==> src/rtl/mem_port_arbiter.sv <==
// Shares one variable-latency memory port between fetch and the memory stage.
// Data has priority, but fetch wins after a run of data grants; hung accesses time out.
module mem_port_arbiter #(
  parameter int AW           = 32,
  parameter int DW           = 32,
  parameter int STARVE_LIMIT = 4,
  parameter int TIMEOUT      = 255
) (
  input  logic            clk,
  input  logic            rst,
  input  logic            i_req,
  input  logic [AW-1:0]   i_addr,
  output logic [DW-1:0]   i_rdata,
  output logic            i_stall,
  input  logic            d_req,
  input  logic            d_we,
  input  logic [AW-1:0]   d_addr,
  input  logic [DW-1:0]   d_wdata,
  input  logic [DW/8-1:0] d_be,
  output logic [DW-1:0]   d_rdata,
  output logic            d_stall,
  output logic            m_req,
  output logic            m_we,
  output logic [AW-1:0]   m_addr,
  output logic [DW-1:0]   m_wdata,
  output logic [DW/8-1:0] m_be,
  input  logic            m_gnt,
  input  logic            m_rvalid,
  input  logic [DW-1:0]   m_rdata,
  output logic            timeout_err
);

  localparam int BW = DW / 8;
  localparam int TW = (TIMEOUT > 1) ? $clog2(TIMEOUT) : 1;
  localparam logic [TW-1:0] TmoLast =
    TW'((TIMEOUT > 0) ? TIMEOUT - 1 : 0);
  localparam logic [3:0] StarveMax = 4'(STARVE_LIMIT);

  typedef enum logic [1:0] {
    IDLE,
    ADDR,
    WAIT
  } state_t;

  state_t          state, stateNxt;
  logic            ownerD, ownerDNxt;
  logic [3:0]      starveCnt, starveNxt;
  logic [TW-1:0]   tmoCnt, tmoNxt;
  logic            mReqNxt, mWeNxt, errNxt;
  logic [AW-1:0]   mAddrNxt;
  logic [DW-1:0]   mWdataNxt;
  logic [BW-1:0]   mBeNxt;
  logic            grantD, tmoHit, rspDone, done;
  logic            iDone, dDone;
  logic [DW-1:0]   rdata;

  always_ff @(posedge clk or posedge rst) begin
    if (rst) begin
      state       <= IDLE;
      ownerD      <= 1'b0;
      starveCnt   <= '0;
      tmoCnt      <= '0;
      m_req       <= 1'b0;
      m_we        <= 1'b0;
      m_addr      <= '0;
      m_wdata     <= '0;
      m_be        <= '0;
      timeout_err <= 1'b0;
    end else begin
      state       <= stateNxt;
      ownerD      <= ownerDNxt;
      starveCnt   <= starveNxt;
      tmoCnt      <= tmoNxt;
      m_req       <= mReqNxt;
      m_we        <= mWeNxt;
      m_addr      <= mAddrNxt;
      m_wdata     <= mWdataNxt;
      m_be        <= mBeNxt;
      timeout_err <= errNxt;
    end
  end

  always_comb begin
    stateNxt  = state;
    ownerDNxt = ownerD;
    starveNxt = starveCnt;
    tmoNxt    = '0;
    mReqNxt   = m_req;
    mWeNxt    = m_we;
    mAddrNxt  = m_addr;
    mWdataNxt = m_wdata;
    mBeNxt    = m_be;
    errNxt    = timeout_err;

    grantD  = d_req && !(i_req && starveCnt == StarveMax);
    tmoHit  = (TIMEOUT != 0) && (state != IDLE) && (tmoCnt == TmoLast);
    rspDone = (state == WAIT) && m_rvalid;
    done    = rspDone || tmoHit;

    unique case (state)
      IDLE: begin
        if (grantD) begin
          ownerDNxt = 1'b1;
          mReqNxt   = 1'b1;
          mWeNxt    = d_we;
          mAddrNxt  = d_addr;
          mWdataNxt = d_wdata;
          mBeNxt    = d_be;
          stateNxt  = ADDR;
          if (!i_req) starveNxt = '0;
          else if (starveCnt != StarveMax)
            starveNxt = starveCnt + 4'd1;
        end else if (i_req) begin
          ownerDNxt = 1'b0;
          mReqNxt   = 1'b1;
          mWeNxt    = 1'b0;
          mAddrNxt  = i_addr;
          mWdataNxt = '0;
          mBeNxt    = '1;
          stateNxt  = ADDR;
          starveNxt = '0;
        end
      end
      ADDR: begin
        tmoNxt = tmoCnt + 1'b1;
        if (m_gnt) begin
          mReqNxt  = 1'b0;
          stateNxt = WAIT;
        end
      end
      WAIT: begin
        tmoNxt = tmoCnt + 1'b1;
        if (rspDone) stateNxt = IDLE;
      end
      default: stateNxt = IDLE;
    endcase

    // a genuine response in the last allowed cycle beats the abort
    if (tmoHit && !rspDone) begin
      stateNxt = IDLE;
      mReqNxt  = 1'b0;
      errNxt   = 1'b1;
    end
    if (stateNxt == IDLE) tmoNxt = '0;
  end

  always_comb begin
    iDone   = done && !ownerD;
    dDone   = done && ownerD;
    rdata   = (rspDone && !m_we) ? m_rdata : '0;
    i_rdata = iDone ? rdata : '0;
    d_rdata = dDone ? rdata : '0;
    i_stall = i_req && !iDone;
    d_stall = d_req && !dDone;
  end

endmodule

==> config.mk <==
export PLATFORM = sky130hd
export DESIGN_NAME = mem_port_arbiter
export DESIGN_NICKNAME = d
export VERILOG_FILES = /design/src/rtl/mem_port_arbiter.sv
export SDC_FILE = /design/constraint.sdc
export NUM_CORES = 1
export LEC_CHECK = 0
export ABC_AREA = 1
export CAP_MARGIN = 30
export CORE_MARGIN = 3
export CORE_UTILIZATION = 42
export CTS_BUF_LIST = sky130_fd_sc_hd__clkbuf_4 sky130_fd_sc_hd__clkbuf_8
export DETAILED_ROUTE_END_ITERATION = 12
export PLACE_DENSITY = 0.95
export SLEW_MARGIN = 0
export SYNTH_ARGS = -nofsm -noshare
export SYNTH_HDL_FRONTEND = slang
export SYNTH_SLANG_ARGS = --single-unit
==> constraint.sdc <==
create_clock -name clk -period 3.8 [get_ports clk]
set_input_delay 0.38 -clock clk [delete_from_list [all_inputs] [get_ports clk]]
set_output_delay 0.38 -clock clk [all_outputs]
set_load 0.005 [all_outputs]
==> impl_metrics.py, run 1 <==
metrics = {
    "power": {
        "power.switching_mw": 1.82,
        "p_leak_nw": 3.71,
        "power_frac_seq_pct": 33.3,
        "p_total_mw": 4.71,
        "power_frac_comb_pct": 51.5,
        "p_int_mw": 2.89,
        "pwr-share-clk_pct": 15.1,
        "p_sw_share_pct": 38.7,
        "irDropWorstVdd_mv": 0.416,
        "power_density_nw_per_um2": 619,
    },
    "logic_synthesis": {
        "synth.area.top_cells": "dfrtp_1 (46%), nand2_1 (10%), nand4_1 (9.0%)",
        "synth_edf_count": 0,
        "synth.avg_cell_area_um2": 7.66,
        "seq_area_frac_synth_pct": 46.4,
        "yosysWarnings": 0,
        "yosysTopAreaCellShare_pct": 46.4,
        "synthFlopType": "dfrtp_1",
        "ys_types": 30,
        "ys_async_sr_fraction_pct": 100,
        "postSynthCellCount": 606,
        "synth_area_um2": 4640,
        "synth_top_area_cell": "dfrtp_1",
        "syn_nets": 753,
        "synth-seq-cells": 86,
    },
    "cts": {
        "cts-resized-gates": 0,
        "postCtsHoldBufs": 0,
        "cts-root-buf": "clkbuf_8",
        "cts_sinks": 86,
        "cts_setup_buffers": 0,
        "clockBufferDepth": 2,
        "cts_tree": "done",
        "clk_pin_slew_ps": 90,
        "numCtsBuffers": 9,
        "htree_num_levels": 3,
        "clock_latency_ps": 360,
    },
    "placed_design": {
        "dp_hpwl_mm": 11.4,
        "dp.cells": 979,
        "dp_worst_setup_slack_ps": 997,
        "port_buffers": 275,
        "gp_congestion": 0.854,
        "placed_area_um2": 7390,
    },
    "worst_setup_path": {
        "startpoint_type": "register",
        "r2r_slack_ps": 1480,
        "r2r-start": "starveCnt[0]",
        "cp.required_ps": 3420,
        "cp.arrival_ps": 2810,
        "critPathKind": "reg2out",
        "path_cells": "buf_4, clkinv_1, a21oi_1, clkdlybuf4s50_1",
        "critPathSlowestCell": "clkinv_1",
        "crit_path_end_kind": "output port",
        "max_stage_delay_ps": 830,
        "r2r_end": "starveCnt[2]",
        "cp_max_fo": 34,
        "rr_worst_depth": 7,
    },
    "grt": {
        "grt_first_pass_wirelength_mm": 24.6,
        "use_met1_pct": 28.4,
        "overflow": 0,
        "grt_pass1_vias": 4928,
        "grt_max_degree": 69,
        "top_usage_layer": "met2",
        "grt_use_met3_pct": 7.04,
        "grt_use_met2_pct": 42.6,
        "antenna_found_initial": 0,
        "track_usage_pct": 24.4,
    },
    "timing": {
        "rsz0062_at_grt": "false",
        "fmax_mhz": 313,
        "hold_viol_final": 0,
        "slew_headroom_pct": 37.9,
        "drv_slew": 0,
        "fin_crit_sh_pct": 84.0,
        "finClkSkew_ps": 11.1,
        "setup_violations": 0,
        "final.min_clock_period_ps": 3190,
        "holdWs_ps": 448,
        "tns_ps": 0,
        "fin_ws_ps": 607,
        "worst_pin_slew_ps": 925,
    },
    "routing": {
        "wire_per_inst_um": 15.6,
        "drt_iter0_drc": 549,
        "routed_via_density": 5.16,
        "dr.pass1.iters": 5,
        "remaining_drc_errors": 0,
        "drtAntennaViolNets": 0,
        "routed_wirelength_mm": 15.6,
        "vias": 5136,
    },
    "die": {
        "io_pins": 276,
        "die_w_um": 111,
        "start_util_pct": 44.0,
        "fp.dieArea_um2": 12300,
        "rows": 37,
        "core_um2": 10600,
        "die_h_um": 111,
    },
    "hold_path": {
        "hold_path_class": "in2async",
    },
    "layout": {
        "area_growth_pct": 64.1,
        "final_area_um2": 7620,
        "layout-drive-gt1-share_pct": 3.84,
        "layout_commonest_cell": "clkdlybuf4s50_1",
        "postLayoutCoreUtil_pct": 72.2,
        "num_antenna_cells": 0,
        "layout.nets": 1001,
        "finalNonFillerCells": 995,
        "final_cell_mix": "clkdlybuf4s50_1 (275), nand2_1 (124), dfrtp_1 (86), inv_1 (85)",
    },
    "job": {
        "drv_cap": 0,
    },
    "outcome": {
        "status": "finished, final reports clean",
    },
}
flip-flops by register name (all words and copies together) (netlist names):
| name | count |
|---|---|
| state | 2 |
| m_wdata | 32 |
| starveCnt | 4 |
| m_be | 4 |
| ownerD | 1 |
| m_addr | 32 |
| m_we | 1 |
| timeout_err | 1 |
| tmoCnt | 8 |
| m_req | 1 |
logic make-up after synthesis:
family	Yosys count	synth area share [%]
adders and majority gates	8	2.16
DFF	86	46.4
buffers and inverters	136	12.2
and+or+nand+nor	289	29.0
AOI/OAI and AO/OA	85	9.98
xor gates and xnor gates	2	0.378
cell usage after synthesis, drive strengths merged, types with 4 or more instances:
cell type,count
ha,8
nor2,44
a21oi,67
inv,90
o21ai,11
dfrtp,86
nand4,68
nand2,125
nand3,50
o22a,4
clkbuf,23
buf,22
worst max-delay path: cells and delay by family, from the launching register on:
family	cells	cell delay [ps]
AOI/OAI and AO/OA	1	390
DFF	1	330
buffers and inverters	3	1740
how the worst max path moves through the flow:
stage	start	end	slack (ps)	cells past startpoint
floorplan	rst	m_addr[0]	1200	1
global placement	ownerD	i_stall	1010	4
detailed placement	m_rvalid	i_rdata[21]	1000	6
CTS	ownerD	i_stall	620	4
global route	ownerD	i_stall	470	4
finish	ownerD	i_stall	610	4
power groups by stage:
stage / Clock (mW) / Combinational, mW / Sequential [mW]
floorplan: 0 / 1.16 / 1.59
detailed placement: 0 / 2.43 / 1.57
global placement: 0 / 2.38 / 1.56
CTS: 0.725 / 2.44 / 1.57
global route: 0.768 / 2.66 / 1.63
finish: 0.713 / 2.43 / 1.57
routing by layer:
metal  share of wire (%)  up-vias  wire length [µm]
li1                    -     2475                 -
met1                  38     2388              5870
met2                  51      245              7870
met3                 9.1       28              1410
met4                 2.6        0               398
met5                   0        -                 0
cell type report:
type	count	area [µm²]
Clock buffer	9	124
Clock inverter	7	98.8
Fill cell	798	2940
Inverter	91	343
Multi-Input combinational cell	384	1920
Sequential cell	86	2150
Tap cell	136	170
Timing Repair Buffer	282	2810
Note: power is estimated with default switching activity, not from simulation.
==> run 2: changes to the inputs <==
Settings changed: CORE_UTILIZATION 42 to 35, PLACE_DENSITY 0.95 to 0.87.
Clock period 3.8 ns to 2.7 ns, I/O delays scaled along.
==> run 2 against run 1 <==
Cell area up 2.0%; hold slack worse by 250 ps; first-iteration DRC count down 64%; sequential power up 41%; total power up 43%; clock skew up 2.4 ps; highest routed layer unchanged; flip-flop and latch count unchanged.
==> impl_metrics.py, run 2 (synthesis gave the netlist of run 1 again) <==
metrics = {
    "worst_setup_path": {
        "startpoint_type": "register",
        "critPathKind": "reg2out",
        "crit_path_end_kind": "output port",
        "cp.required_ps": 2430,
        "cp.arrival_ps": 2220,
        "critPathSlowestCell": "clkdlybuf4s50_1",
        "max_stage_delay_ps": 500,
        "cp_max_fo": 32,
        "crit_top_cell": "inv_2",
        "path_cells": "inv_2, ha_1, nand2_1, inv_2, clkbuf_16, nand4_1, inv_1, clkdlybuf4s50_1",
        "r2r-start": "state[1]",
        "crit_start": "state[0]",
    },
    "layout": {
        "reg_top3": "m_addr: 32 flops, m_wdata: 32 flops, tmoCnt: 8 flops",
        "final_cell_mix": "clkdlybuf4s50_1 (275), nand2_1 (124), dfrtp_1 (86), inv_1 (84)",
        "layout-drive-gt1-share_pct": 4.85,
        "fillers": 1102,
        "num_antenna_cells": 0,
        "multiInputGateArea_um2": 1930,
        "postLayoutCoreUtil_pct": 60.8,
        "register_area_um2": 2150,
        "layout_commonest_cell": "clkdlybuf4s50_1",
        "area_growth_pct": 67.4,
        "layout.nets": 1008,
    },
    "die": {
        "die_h_um": 121,
        "core_um2": 12800,
        "rows": 41,
        "die_w_um": 121,
        "start_util_pct": 36.3,
        "io_pins": 276,
        "fp.dieArea_um2": 14700,
    },
    "grt": {
        "grt_pass1_vias": 4797,
        "grt_first_pass_wirelength_mm": 24.0,
        "track_usage_pct": 20.2,
        "grt_max_degree": 65,
        "antenna_found_initial": 0,
        "overflow": 0,
    },
    "cts": {
        "clk_pin_slew_ps": 90,
        "clock_latency_ps": 350,
        "htree_num_levels": 3,
        "cts_tree": "done",
        "cts-root-buf": "clkbuf_8",
        "clockBufferDepth": 2,
        "cts_setup_buffers": 0,
        "postCtsHoldBufs": 0,
        "cts-resized-gates": 0,
        "cts_sinks": 86,
        "numCtsBuffers": 9,
    },
    "placed_design": {
        "gp_congestion": 0.821,
        "dp_hpwl_mm": 11.4,
        "port_buffers": 275,
        "dp_worst_setup_slack_ps": 531,
    },
    "timing": {
        "fin_ws_ps": 215,
        "setup_violations": 0,
        "hold_viol_final": 0,
        "fin_crit_sh_pct": 92.0,
        "drv_slew": 0,
        "final.min_clock_period_ps": 2490,
        "fmax_mhz": 402,
        "tns_ps": 0,
        "finClkSkew_ps": 13.5,
        "rsz0062_at_grt": "false",
        "worst_pin_slew_ps": 691,
        "slew_headroom_pct": 53.8,
    },
    "power": {
        "irDropWorstVdd_mv": 0.506,
        "power.switching_mw": 2.57,
        "p_total_mw": 6.73,
        "p_int_mw": 4.17,
        "power_density_nw_per_um2": 867,
        "p_sw_share_pct": 38.1,
        "p_leak_nw": 3.76,
        "power_frac_seq_pct": 32.8,
        "power_frac_comb_pct": 52.3,
        "pwr-share-clk_pct": 14.9,
    },
    "outcome": {
        "status": "finished, final reports clean",
    },
    "hold_path": {
        "hold_path_class": "in2async",
    },
    "routing": {
        "routed_via_density": 4.93,
        "routed_wirelength_mm": 15.4,
        "vias": 5120,
        "wire_per_inst_um": 14.9,
        "remaining_drc_errors": 0,
        "drtAntennaViolNets": 0,
        "dr.pass1.iters": 4,
        "drt_iter0_drc": 200,
    },
    "job": {
        "drv_cap": 0,
    },
}
-- run 2: path summary, 6_finish.rpt --
path / to / slack [ps] / cells past startpoint
max: i_rdata[0] / 210 / 8
min: m_wdata[17] / 200 / 2
max reg2reg: m_wdata[26] / 890 / 7
min reg2reg: timeout_err / 480 / 2
max in group asynchronous: starveCnt[3] / 1870 / 3
min in group clk: m_wdata[31] / 450 / 3
-- run 2: critical path, delay by kind of cell (launching register included) --
| kind | cells | cell delay (ps) |
|---|---|---|
| flops | 1 | 440 |
| buf+inv | 5 | 1050 |
| fa+ha+maj | 1 | 180 |
| simple gates | 2 | 200 |
-- run 2: power by group through the flow --
stage / clock (mW) / combinational (mW) / sequential, mW
finish: 1.00 / 3.52 / 2.21
global placement: 0 / 3.45 / 2.20
global route: 1.09 / 3.90 / 2.28
floorplan: 0 / 1.64 / 2.24
CTS: 1.03 / 3.53 / 2.21
detailed placement: 0 / 3.52 / 2.23
-- run 2: final cells by class --
cell class	count	area share, %
repair buffers	289	37.5
flip-flops and latches	86	27.7
multi-input cells	384	24.8
inverters	91	4.41
well taps	172	2.77
clock buffers	9	1.59
clock inverters	7	1.24
-- run 2: per-layer routing --
metal / track usage [%] / part of all wire (%) / up-vias
met5: 0 / 0 / -
met1: 23.9 / 38 / 2371
met4: 5.53 / 1.5 / 0
met3: 6.62 / 9.8 / 19
li1: - / - / 2502
met2: 35.3 / 51 / 228
-- run 2: per-stage QoR --
stage | cells | cell area, µm² | hold slack [ps]
floorplan | 606 | 4640 | 380
global placement | 1021 | 7520 | 454
detailed placement | 1021 | 7520 | 462
CTS | 1037 | 7740 | 187
global route | 1038 | 7770 | 201
finish | 1038 | 7770 | 202
